==> src/rtl/popcount_accum.sv <==
// Accumulates per-nibble ones counts into a frame total, beat count and error/overflow flags.
// Latency: result valid the cycle after the last beat; backpressure: in_ready low while a result is held.
// Optional: define POPACC_SAT_EN to saturate the total on overflow instead of wrapping.
module popcount_accum #(
  parameter int SUM_W  = 8,
  parameter int BEAT_W = 8
) (
  input  logic              clk,
  input  logic              rst_n,
  input  logic [2:0]        in_cnt,
  input  logic              in_valid,
  input  logic              in_last,
  output logic              in_ready,
  output logic [SUM_W-1:0]  out_total,
  output logic [BEAT_W-1:0] out_beats,
  output logic              out_err,
  output logic              out_ovf,
  output logic              out_valid,
  input  logic              out_ready
);

  typedef enum logic [1:0] {IDLE, ACC, DONE} state_t;

  state_t             r_state, w_state_nxt;
  logic               r_live;
  logic [SUM_W-1:0]   r_total, w_total_nxt;
  logic [BEAT_W-1:0]  r_beats, w_beats_nxt;
  logic               r_err, w_err_nxt;
  logic               r_ovf, w_ovf_nxt;
  logic               w_bad;
  logic [2:0]         w_eff;
  logic               w_accept;
  logic [SUM_W:0]     w_sum;

  assign w_bad    = (in_cnt > 3'd4);
  assign w_eff    = w_bad ? 3'd4 : in_cnt;
  // r_live keeps in_ready low until the first edge after reset release
  assign in_ready = r_live && (r_state != DONE);
  assign w_accept = in_valid && in_ready;
  // Registers are always zero in IDLE, so IDLE and ACC share one accumulate path
  assign w_sum    = {1'b0, r_total} + (SUM_W+1)'(w_eff);

  always_comb begin
    w_state_nxt = r_state;
    w_total_nxt = r_total;
    w_beats_nxt = r_beats;
    w_err_nxt   = r_err;
    w_ovf_nxt   = r_ovf;
    case (r_state)
      IDLE, ACC: begin
        if (w_accept) begin
          w_beats_nxt = r_beats + BEAT_W'(1);
          w_err_nxt   = r_err | w_bad;
          w_ovf_nxt   = r_ovf | w_sum[SUM_W];
`ifdef POPACC_SAT_EN
          w_total_nxt = (r_ovf || w_sum[SUM_W]) ? {SUM_W{1'b1}} : w_sum[SUM_W-1:0];
`else
          w_total_nxt = w_sum[SUM_W-1:0];
`endif
          w_state_nxt = in_last ? DONE : ACC;
        end
      end
      DONE: begin
        if (out_ready) begin
          w_state_nxt = IDLE;
          w_total_nxt = '0;
          w_beats_nxt = '0;
          w_err_nxt   = 1'b0;
          w_ovf_nxt   = 1'b0;
        end
      end
      default: w_state_nxt = IDLE;
    endcase
  end

  always_ff @(posedge clk or negedge rst_n) begin
    if (!rst_n) begin
      r_state <= IDLE;
      r_live  <= 1'b0;
      r_total <= '0;
      r_beats <= '0;
      r_err   <= 1'b0;
      r_ovf   <= 1'b0;
    end else begin
      r_state <= w_state_nxt;
      r_live  <= 1'b1;
      r_total <= w_total_nxt;
      r_beats <= w_beats_nxt;
      r_err   <= w_err_nxt;
      r_ovf   <= w_ovf_nxt;
    end
  end

  assign out_total = r_total;
  assign out_beats = r_beats;
  assign out_err   = r_err;
  assign out_ovf   = r_ovf;
  assign out_valid = (r_state == DONE);

endmodule

==> config.mk <==
export PLATFORM = sky130hd
export DESIGN_NAME = popcount_accum
export DESIGN_NICKNAME = d
export VERILOG_FILES = /design/src/rtl/popcount_accum.sv
export SDC_FILE = /design/constraint.sdc
export NUM_CORES = 1
export LEC_CHECK = 0
export BUFFER_PORTS_ARGS = -buffer_cell sky130_fd_sc_hd__buf_2
export CORE_UTILIZATION = 27
export DETAILED_ROUTE_END_ITERATION = 6
export PLACE_DENSITY = 0.45
export SYNTH_ARGS = -nofsm -noshare
export SYNTH_HDL_FRONTEND = slang
export SYNTH_SLANG_ARGS = --single-unit
export TNS_END_PERCENT = 10
==> constraint.sdc <==
create_clock -name clk -period 2.2 [get_ports clk]
set_clock_uncertainty 0.15 [all_clocks]
set_input_delay 0.55 -clock clk [delete_from_list [all_inputs] [get_ports clk]]
set_output_delay 0.55 -clock clk [all_outputs]
set_load 0.02 [all_outputs]
==> impl_metrics.env <==
export IMPL_run_status="complete, no violations"
export IMPL_hold_class="primary input to async pin"
export IMPL_clock_latency_ps=260
export IMPL_n_fill_cell=411
export IMPL_vdd_drop_max_mv=0.3107
export IMPL_antenna_found_initial=0
export IMPL_switching_power_mw=0.4876
export IMPL_ys_types=35
export IMPL_crit_chain="or2b_1, and2_1, buf_2"
export IMPL_required_ps=1500
export IMPL_finalSetupViolCount=0
export IMPL_start_util_pct=28.94
export IMPL_ctsResizeCount=0
export IMPL_powerDensity_mw_per_mm2=949.3
export IMPL_crit_fanout=6
export IMPL_synthToLayoutAreaGrowth_pct=21.71
export IMPL_antenna_cells=0
export IMPL_grt_pass1_wl_microns=3939
export IMPL_arrival_ps=1280
export IMPL_cts_htree_levels=1
export IMPL_finalWirelength_microns=2373
export IMPL_finalMaxSlewViolations=0
export IMPL_pwr_share_clk_pct=20.5
export IMPL_p_int_mw=0.7643
export IMPL_end_kind="output port"
export IMPL_cts_setup_buffers=0
export IMPL_dieArea_sq_mm=0.004271
export IMPL_cts_buffers=3
export IMPL_die_h_microns=65.35
export IMPL_crit_type="flop to output port"
export IMPL_vias=872
export IMPL_cp_start_kind="flop"
export IMPL_rsz0062_at_grt="no"
export IMPL_dp_hpwl_microns=1729
export IMPL_tns_ps=0
export IMPL_grt_overflow=0
export IMPL_dp_cells=181
export IMPL_ys_seq_elements=21
export IMPL_regArea_sq_um=525.5
export IMPL_p_sw_share_pct=38.95
export IMPL_drive_gt1_share_pct=24.82
export IMPL_yosysSeqAreaShare_pct=48.50
export IMPL_die_x_microns=65.35
export IMPL_period_needed_ps=1980
export IMPL_crit_path_max_incr_delay_ps=410
export IMPL_cts_sinks=21
export IMPL_first_pass_iters=4
export IMPL_gp_congestion=0.8007
export IMPL_slowest_stage="dfrtp_1"
export IMPL_cts_root_buf="clkbuf_8"
export IMPL_drt_initial_drc_count=47
export IMPL_postRouteAntennaNets=0
export IMPL_seqPwrFrac_pct=45.6
export IMPL_yosysWarningCount=0
export IMPL_grt_pass1_vias=816
export IMPL_ioPinCount=28
export IMPL_layoutNonFillerInstCount=185
export IMPL_post_route_drc_count=0
export IMPL_rrSetupSlack_ps=350
export IMPL_max_cap_violations=0
export IMPL_syn_num_nets=120
export IMPL_port_buffers=27
export IMPL_syn_avg_cell_area_sq_um=10.13
export IMPL_p_comb_share_pct=33.9
export IMPL_clockBufferDepth=2
export IMPL_rows=22
export IMPL_syn_inst=107
export IMPL_final_hold_violation_count=0
export IMPL_multi_input_area_sq_um=533.0
export IMPL_grt_max_degree=22
export IMPL_final_area_sq_mm=0.001319
export IMPL_leakage_nw=0.6712
export IMPL_fin_hold_ws_ps=85.44
export IMPL_synthesis_area_sq_mm=0.001084
export IMPL_core_sq_mm=0.003744
export IMPL_cts_tree="done"
export IMPL_nNetsFinal=151
export IMPL_clk_pin_slew_ps=80
export IMPL_vias_per_cell=4.714
export IMPL_post_route_period_util_pct=90.00
export IMPL_cts_hold_buffers=0
export IMPL_max_freq_mhz=505.1
export IMPL_post_dp_cell_area_sq_mm=0.001272
export IMPL_wl_per_cell_microns=12.83
export IMPL_grt_util_all_layers_pct=12.63
## critical path, delay by kind of cell, from the launching register on
family | cells | cell delay [ps]
and+or+nand+nor | 2 | 460
DFF | 1 | 410
buffers and inverters | 1 | 150
## layer usage
| metal | global-route usage, % | up-vias | routed length (microns) |
|---|---|---|---|
| met5 | 0 | - | 0 |
| met2 | 20.62 | 22 | 1101 |
| met4 | 4.891 | 0 | 31 |
| met1 | 15.48 | 405 | 1137 |
| li1 | - | 441 | - |
| met3 | 3.819 | 4 | 103 |
## synthesized netlist by cell type
cell type | count | share of area [%]
dfrtp_1 | 21 | 48
nor2_1 | 11 | 3.8
nand2_1 | 9 | 3.1
a21oi_1 | 8 | 3.7
o21ai_0 | 7 | 3.2
ha_1 | 4 | 4.6
nand3_1 | 4 | 1.8
xor2_1 | 4 | 3.2
a22o_1 | 3 | 2.4
nand4_1 | 3 | 1.7
a31oi_1 | 2 | 1.2
and2_1 | 2 | 1.2
and3b_1 | 2 | 1.6
buf_2 | 2 | 0.92
mux2i_1 | 2 | 1.8
nand3b_1 | 2 | 1.4
nor2b_1 | 2 | 1.2
xnor2_1 | 2 | 1.6
a21o_1 | 1 | 0.69
a311oi_1 | 1 | 0.81
a31o_1 | 1 | 0.81
and3_1 | 1 | 0.58
and4_1 | 1 | 0.81
buf_6 | 1 | 1.0
conb_1 | 1 | 0.35
fa_1 | 1 | 1.8
inv_1 | 1 | 0.35
nand2b_1 | 1 | 0.58
nand4b_1 | 1 | 0.81
nor2_4 | 1 | 1.0
o211ai_1 | 1 | 0.69
o21ai_1 | 1 | 0.46
o31ai_1 | 1 | 0.69
or2b_1 | 1 | 0.69
or4_1 | 1 | 0.69
## path summary, 6_finish.rpt
kind / endpoint / startpoint / depth (start not counted)
max: in_ready / r_state[1]$_DFFE_PN0P_ / 3
min: out_total[1]$_DFFE_PN0P_ / rst_n / 1
max reg2reg: out_total[4]$_DFFE_PN0P_ / out_total[0]$_DFFE_PN0P_ / 6
min reg2reg: out_beats[6]$_DFFE_PN0P_ / out_beats[6]$_DFFE_PN0P_ / 1
max in group asynchronous: r_state[1]$_DFFE_PN0P_ / rst_n / 1
min in group clk: out_beats[6]$_DFFE_PN0P_ / out_beats[6]$_DFFE_PN0P_ / 1
## power groups by stage
stage / sequential [mW] / clock (mW) / combinational, mW
detailed placement: 0.578 / 0 / 0.429
floorplan: 0.660 / 0 / 0.193
CTS: 0.573 / 0.270 / 0.430
global placement: 0.577 / 0 / 0.427
global route: 0.591 / 0.279 / 0.474
finish: 0.571 / 0.256 / 0.425
## logic make-up (layout without fill, tap and decap cells)
kind of cell    count (synthesis)  in the layout  synth area share, %
simple gates                   42             42                21.02
compound gates                 26             26                14.67
flops                          21             21                48.50
xor+xnor                        6              6                4.850
fa+ha+maj                       5              5                6.467
buf+inv                         4             34                2.309
mux                             2              2                1.848
other cells                     1              1               0.3461
## metrics by stage
| step | total power, mW | util (%) | setup WS (ps) |
|---|---|---|---|
| finish | 1.252 | 35.23 | 220.0 |
| global route | 1.344 | 35.23 | 128.6 |
| CTS | 1.272 | 35.23 | 202.0 |
| detailed placement | 1.007 | 33.99 | -34.25 |
| global placement | 1.004 | 33.99 | 39.64 |
| floorplan | 0.8535 | - | 200.6 |
## area by class of cell
class,count,area share [%]
multi-input cells,82,40.42
well taps,48,4.554
flip-flops and latches,21,39.85
clock inverters,1,0.3795
inverters,1,0.2846
clock buffers,3,3.131
repair buffers,29,11.39
## state kept, by name (all words and copies together), names as in the netlist
name       cells
out_err        1
out_total      8
r_state        2
out_ovf        1
r_live         1
out_beats      8
## placed cells by master, fill, tap and decap left out, types with 2 or more instances in the layout
| cell | n |
|---|---|
| a21oi_1 | 8 |
| a22o_1 | 3 |
| a31oi_1 | 2 |
| and2_1 | 2 |
| and3b_1 | 2 |
| buf_2 | 27 |
| buf_4 | 2 |
| clkbuf_8 | 3 |
| dfrtp_1 | 21 |
| ha_1 | 4 |
| mux2i_1 | 2 |
| nand2_1 | 9 |
| nand3_1 | 4 |
| nand3b_1 | 2 |
| nand4_1 | 3 |
| nor2_1 | 11 |
| nor2b_1 | 2 |
| o21ai_0 | 7 |
| xnor2_1 | 2 |
| xor2_1 | 4 |
Note: power is estimated with default switching activity, not from simulation.
